**src/rtl/hd44780_ctrl.sv**
```systemverilog
// hd44780_ctrl: HD44780 character-LCD controller with a tick-driven bus sequencer.
// Runs the power-on init by itself, then forwards host command/data bytes
// to the panel in 8-bit or 4-bit bus mode.
// Optional feature: define HD44780_LINEWRAP_EN to track the cursor and insert a
// set-DDRAM-address command whenever a data write runs off the end of a row.
// Host handshake: a byte moves on the rising clk edge where wr_valid and wr_ready
// are both 1; wr_ready is high only while idle after init, drops on the cycle
// after acceptance, and returns on the cycle after the post-write wait ends.
module hd44780_ctrl #(
  parameter int TICK_DIV    = 2048,
  parameter int BUS_WIDTH   = 8,
  parameter int COLS        = 16,
  parameter int ROWS        = 2,
  parameter int POR_TICKS   = 100,
  parameter int SHORT_TICKS = 1,
  parameter int LONG_TICKS  = 10
) (
  input  logic                 clk,
  input  logic                 rst_n,
  input  logic                 wr_valid,
  output logic                 wr_ready,
  input  logic                 wr_rs,
  input  logic [7:0]           wr_data,
  output logic                 init_done,
  output logic [BUS_WIDTH-1:0] lcd_db,
  output logic                 lcd_rs,
  output logic                 lcd_rw,
  output logic                 lcd_e
);

  localparam int DIV_W    = $clog2(TICK_DIV);
  localparam int WAIT_A   = (POR_TICKS > LONG_TICKS) ? POR_TICKS : LONG_TICKS;
  localparam int WAIT_MAX = (WAIT_A > SHORT_TICKS) ? WAIT_A : SHORT_TICKS;
  localparam int CNT_W    = $clog2(WAIT_MAX + 1);
  localparam int INIT_LEN = (BUS_WIDTH == 4) ? 8 : 7;

  typedef enum logic [2:0] {
    ST_POR_WAIT, ST_INIT, ST_IDLE, ST_SETUP, ST_E_HI, ST_E_LO, ST_WAIT
  } state_t;

  state_t               state_q, state_d;
  logic [DIV_W-1:0]     div_q, div_d;
  logic [CNT_W-1:0]     cnt_q, cnt_d;
  logic [3:0]           idx_q, idx_d;
  logic [7:0]           byte_q, byte_d;
  logic                 rs_byte_q, rs_byte_d;
  logic                 single_q, single_d;
  logic                 nib_q, nib_d;
  logic                 init_done_q, init_done_d;
  logic                 ready_q, ready_d;
  logic                 e_q, e_d;
  logic                 rs_q, rs_d;
  logic [BUS_WIDTH-1:0] db_q, db_d;
  logic                 tick;
  logic                 is_long;
`ifdef HD44780_LINEWRAP_EN
  logic                 row_q, row_d;
  logic [6:0]           col_q, col_d;
  logic                 wrap_pend_q, wrap_pend_d;
  logic                 next_row;
`endif

  // Init table entry {single_nibble, byte}; 4-bit mode starts with four lone nibbles.
  function automatic logic [8:0] init_entry(input logic [3:0] idx);
    logic [8:0] ent;
    ent = {1'b0, 8'h06};
    if (BUS_WIDTH == 4) begin
      case (idx)
        4'd0, 4'd1, 4'd2: ent = {1'b1, 8'h30};
        4'd3:             ent = {1'b1, 8'h20};
        4'd4:             ent = {1'b0, (ROWS == 2) ? 8'h28 : 8'h20};
        4'd5:             ent = {1'b0, 8'h0C};
        4'd6:             ent = {1'b0, 8'h01};
        default:          ent = {1'b0, 8'h06};
      endcase
    end else begin
      case (idx)
        4'd0, 4'd1, 4'd2: ent = {1'b0, 8'h30};
        4'd3:             ent = {1'b0, (ROWS == 2) ? 8'h38 : 8'h30};
        4'd4:             ent = {1'b0, 8'h0C};
        4'd5:             ent = {1'b0, 8'h01};
        default:          ent = {1'b0, 8'h06};
      endcase
    end
    return ent;
  endfunction

  assign tick    = (div_q == DIV_W'(TICK_DIV - 1));
  assign is_long = !rs_byte_q && ((byte_q == 8'h01) || (byte_q == 8'h02));
`ifdef HD44780_LINEWRAP_EN
  assign next_row = (ROWS == 2) ? ~row_q : 1'b0;
`endif

  // Next-state, byte loading and pin values for the bus sequencer.
  always_comb begin
    state_d     = state_q;
    div_d       = tick ? '0 : div_q + DIV_W'(1);
    cnt_d       = cnt_q;
    idx_d       = idx_q;
    byte_d      = byte_q;
    rs_byte_d   = rs_byte_q;
    single_d    = single_q;
    nib_d       = nib_q;
    init_done_d = init_done_q;
    db_d        = db_q;
    rs_d        = rs_q;
`ifdef HD44780_LINEWRAP_EN
    row_d       = row_q;
    col_d       = col_q;
    wrap_pend_d = wrap_pend_q;
`endif
    case (state_q)
      ST_POR_WAIT: if (tick) begin
        if (cnt_q == CNT_W'(1)) state_d = ST_INIT;
        else                    cnt_d   = cnt_q - CNT_W'(1);
      end
      ST_INIT: begin
        {single_d, byte_d} = init_entry(idx_q);
        rs_byte_d = 1'b0;
        nib_d     = 1'b0;
        idx_d     = idx_q + 4'd1;
        state_d   = ST_SETUP;
      end
      ST_IDLE: if (wr_valid && ready_q) begin
        byte_d    = wr_data;
        rs_byte_d = wr_rs;
        single_d  = 1'b0;
        nib_d     = 1'b0;
        state_d   = ST_SETUP;
`ifdef HD44780_LINEWRAP_EN
        if (wr_rs) begin
          if (col_q + 7'd1 == 7'(COLS)) wrap_pend_d = 1'b1;
          else                          col_d       = col_q + 7'd1;
        end else if ((wr_data == 8'h01) || (wr_data == 8'h02)) begin
          row_d = 1'b0;
          col_d = 7'd0;
        end else if (wr_data[7]) begin
          row_d = (ROWS == 2) ? wr_data[6] : 1'b0;
          col_d = {1'b0, wr_data[5:0]};
        end
`endif
      end
      ST_SETUP: if (tick) state_d = ST_E_HI;
      ST_E_HI:  if (tick) state_d = ST_E_LO;
      ST_E_LO: if (tick) begin
        if ((BUS_WIDTH == 4) && !single_q && !nib_q) begin
          nib_d   = 1'b1;
          state_d = ST_SETUP;
        end else begin
          cnt_d   = is_long ? CNT_W'(LONG_TICKS) : CNT_W'(SHORT_TICKS);
          state_d = ST_WAIT;
        end
      end
      ST_WAIT: if (tick) begin
        if (cnt_q > CNT_W'(1)) begin
          cnt_d = cnt_q - CNT_W'(1);
        end else if (!init_done_q) begin
          if (idx_q == 4'(INIT_LEN)) begin
            init_done_d = 1'b1;
            state_d     = ST_IDLE;
          end else begin
            state_d = ST_INIT;
          end
        end else begin
          state_d = ST_IDLE;
`ifdef HD44780_LINEWRAP_EN
          if (wrap_pend_q) begin
            byte_d      = {1'b1, next_row, 6'h00};
            rs_byte_d   = 1'b0;
            single_d    = 1'b0;
            nib_d       = 1'b0;
            row_d       = next_row;
            col_d       = 7'd0;
            wrap_pend_d = 1'b0;
            state_d     = ST_SETUP;
          end
`endif
        end
      end
      default: state_d = ST_POR_WAIT;
    endcase
    // Pins are registered; db/rs change only on entry to SETUP and hold otherwise.
    e_d     = (state_d == ST_E_HI);
    ready_d = (state_d == ST_IDLE) && init_done_d;
    if (state_d == ST_SETUP) begin
      rs_d = rs_byte_d;
      if (BUS_WIDTH == 4) db_d = BUS_WIDTH'(nib_d ? byte_d[3:0] : byte_d[7:4]);
      else                db_d = BUS_WIDTH'(byte_d);
    end
  end

  // State and pin registers; reset drops lcd_e immediately and restarts the POR wait.
  always_ff @(posedge clk or negedge rst_n) begin
    if (!rst_n) begin
      state_q     <= ST_POR_WAIT;
      div_q       <= '0;
      cnt_q       <= CNT_W'(POR_TICKS);
      idx_q       <= 4'd0;
      byte_q      <= 8'h00;
      rs_byte_q   <= 1'b0;
      single_q    <= 1'b0;
      nib_q       <= 1'b0;
      init_done_q <= 1'b0;
      ready_q     <= 1'b0;
      e_q         <= 1'b0;
      rs_q        <= 1'b0;
      db_q        <= '0;
`ifdef HD44780_LINEWRAP_EN
      row_q       <= 1'b0;
      col_q       <= 7'd0;
      wrap_pend_q <= 1'b0;
`endif
    end else begin
      state_q     <= state_d;
      div_q       <= div_d;
      cnt_q       <= cnt_d;
      idx_q       <= idx_d;
      byte_q      <= byte_d;
      rs_byte_q   <= rs_byte_d;
      single_q    <= single_d;
      nib_q       <= nib_d;
      init_done_q <= init_done_d;
      ready_q     <= ready_d;
      e_q         <= e_d;
      rs_q        <= rs_d;
      db_q        <= db_d;
`ifdef HD44780_LINEWRAP_EN
      row_q       <= row_d;
      col_q       <= col_d;
      wrap_pend_q <= wrap_pend_d;
`endif
    end
  end

  assign wr_ready  = ready_q;
  assign init_done = init_done_q;
  assign lcd_db    = db_q;
  assign lcd_rs    = rs_q;
  assign lcd_rw    = 1'b0;
  assign lcd_e     = e_q;

endmodule

```
**config.mk**
```make
export PLATFORM = sky130hd
export DESIGN_NAME = hd44780_ctrl
export DESIGN_NICKNAME = d
export VERILOG_FILES = /design/src/rtl/hd44780_ctrl.sv
export SDC_FILE = /design/constraint.sdc
export NUM_CORES = 1
export LEC_CHECK = 0
export ABC_AREA = 0
export CAP_MARGIN = 20
export CORE_MARGIN = 1
export CORE_UTILIZATION = 40
export DETAILED_ROUTE_END_ITERATION = 10
export GPL_ROUTABILITY_DRIVEN = 1
export PLACE_DENSITY = 0.59
export SLEW_MARGIN = 25
export SYNTH_ARGS = -nofsm -noshare
export SYNTH_HDL_FRONTEND = slang
export SYNTH_SLANG_ARGS = --single-unit
```
**constraint.sdc**
```tcl
create_clock -name clk -period 4.5 [get_ports clk]
set_input_delay 1.125 -clock clk [delete_from_list [all_inputs] [get_ports clk]]
set_output_delay 1.125 -clock clk [all_outputs]
set_load 0.02 [all_outputs]
```
==> out/metrics.cfg <==
[outcome]
run_status = complete, no violations

[yosys]
syn-instance-count = 218
async_reset_ff_share_pct = 100
ys_warn_count = 0
post_synth_num_cell_types = 57
ys_top_cells_by_area = dfrtp_1 46%, dfstp_2 3.3%, ha_1 3.2%, nand2_1 2.9%, mux2_1 2.9%
synth-xor-area-share_pct = 4.47
synth_seq_area_share_pct = 49.1
synthSimpleGateAreaFrac_pct = 19.6
synth_top_cell_by_area = dfrtp_1
yosys.area_share.adder_pct = 3.19
synth_most_common_cell = dfrtp_1
avgSynthCellArea_sq_um = 10.8
synth_edf_count = 0
syn_area_sq_um = 2350
synth_top_area_share_pct = 45.7
synthMuxAreaShare_pct = 6.27
synth_top_family_by_area = simple AND/OR/NAND/NOR gates
ys_ff_latch = 46
syn-num-nets = 236
synth_common_cells = 43 x dfrtp_1, 18 x nand2_1, 17 x nor2_1, 11 x o21ai_0
synth_flop_cell = dfrtp_1
synth_compound_area_share_pct = 13.5

[layout]
antennaDiodeCount = 0
drive_above_1_share_pct = 13.0
nets = 256
finalNonFillerCells = 311
area_growth_pct = 16.9

[drt]
dr.pass1.iters = 4
drt-met1-wl_mm = 2.14
highest_layer = met4
via_count = 1647
drc = 0
wire_per_inst_microns = 14.6
ant_nets = 0
wl_met3_microns = 177
routed-wl-met2_mm = 2.21
drt_iter0_markers = 48
viasPerCell = 5.30
routed_wirelength_mm = 4.55

[cts]
numCtsBuffers = 5
clockBufferDepth = 2
clkLatencyLatePin_ps = 290
cts-root-buf = clkbuf_8
cts_tree = done
htree_levels = 2
post_cts_buffers = 0
post_cts_resized = 0
cts.sinks = 46
clkTransAtPathRegs_ps = 80
hold_buffers = 0

[sta]
slew_headroom_pct = 50.5
worstMarginPinSlew_ps = 741
finalSetupViolations = 0
finalCritPeriodShare_pct = 61.0
fmax_mhz = 364
slew_viol_final = 0
report.final.hold_viol_count = 0
rsz0062_at_grt = no
clock_skew_ps = 5.13
period_needed_ps = 2740
setup_tns_ps = 0

[floorplanning]
start_util_pct = 42.2
die_w_microns = 78.7
rows = 27
core_sq_um = 5570
fp.dieArea_sq_um = 6190
pin_count = 25
die_y_microns = 78.7

[pwr]
power_density_nw_per_um2 = 292
report.power.total_uw = 804
p_leak_nw = 1.20
irDropWorstVdd_mv = 0.172

[run]
drv_cap = 0

[setup_path]
end_kind = register
start_kind = primary input
cp.required_ps = 4680
crit_fanout = 12
crit_type = primary input to register
worstPathArrival_ps = 2920

[placed_design]
place_inst = 303
place_congestion = 0.866
port_buffers = 23
hpwl_mm = 3.29

[grt]
grt_max_degree = 47
antenna_found_initial = 0
gr-total-overflow = 0
grt_use_total_pct = 16.0
grt_pass1_wl_mm = 7.75
grt_pass1_vias = 1645

[min_path]
min_path_type = register to register

[per-stage QoR]
stage               hold WS [ps]  utilization, %  area, sq um  setup slack (ps)
floorplan                    447               -         2350              2320
global placement             471            46.8         2610              1570
detailed placement           484            46.8         2610              1450
CTS                          496            49.3         2750              1770
global route                 517            49.4         2750              1630
finish                       489            49.4         2750              1760
[cell families after synthesis]
family	after synthesis
and+or+nand+nor	79
DFF	46
AOI/OAI and AO/OA	44
buffers and inverters	17
muxes	13
xor gates and xnor gates	12
adders and majority gates	6
other	1
[area by class of cell]
class | instances | area [sq um]
Multi-Input combinational cell | 155 | 1110
Inverter | 7 | 26.3
Fill cell | 531 | 2820
Timing Repair Buffer | 23 | 228
Clock buffer | 6 | 82.6
Tap cell | 72 | 90.1
Sequential cell | 46 | 1150
Clock inverter | 2 | 60.1
[routing by layer]
layer | GRT usage [%] | up-vias
met4 | 3.89 | 0
met3 | 4.60 | 2
met2 | 26.2 | 29
met5 | 0 | -
li1 | - | 816
met1 | 20.9 | 800
[power breakdown]
part	switching, mW	total, mW	leakage [nW]	internal [mW]
clock network	0.136	0.373	0.0714	0.237
logic	0.0101	0.0183	0.544	0.00820
registers	0	0.413	0.581	0.413
total	0.146	0.804	1.20	0.658
[cells in the final DEF (no fill, tap or decap), types with 5 or more instances in the layout]
cell type and count:
xor2_1 5, a21oi_1 6, clkbuf_8 6, clkdlybuf4s50_1 22, nor3_1 5, inv_1 7
mux2_2 5, nand2_1 18, xnor2_1 7, a221o_1 6, nor2_1 17, nand3_1 7
ha_1 6, dfrtp_1 43, o21ai_0 11, mux2_1 6
[path summary, 6_finish.rpt]
check | slack (ps) | start | endpoint | depth (start not counted)
min in group asynchronous | 840 | rst_n | div_q[7]$_DFF_PN0_ | 1
hold reg to reg | 490 | div_q[0]$_DFF_PN0_ | div_q[0]$_DFF_PN0_ | 1
max in group asynchronous | 3270 | rst_n | lcd_db[2]$_DFFE_PN0N_ | 1
setup reg to reg | 2140 | div_q[0]$_DFF_PN0_ | lcd_db[1]$_DFFE_PN0N_ | 5
hold / removal | 490 | div_q[0]$_DFF_PN0_ | div_q[0]$_DFF_PN0_ | 1
setup / recovery | 1760 | wr_valid | lcd_db[6]$_DFFE_PN0N_ | 5
[state kept, by name, indices dropped and copies added (netlist names)]
register   cells
idx_q          4
rs_byte_q      1
init_done      1
lcd_rs         1
div_q         11
lcd_e          1
state_q        3
wr_ready       1
cnt_q          7
byte_q         8
lcd_db         8
[critical path, cell delays in order]
cell	delay, ps
clkdlybuf4s50_1	500
nand4b_1	140
nor2_1	580
o21ai_0	240
mux2_1	330
Note: power is estimated with default switching activity, not from simulation.
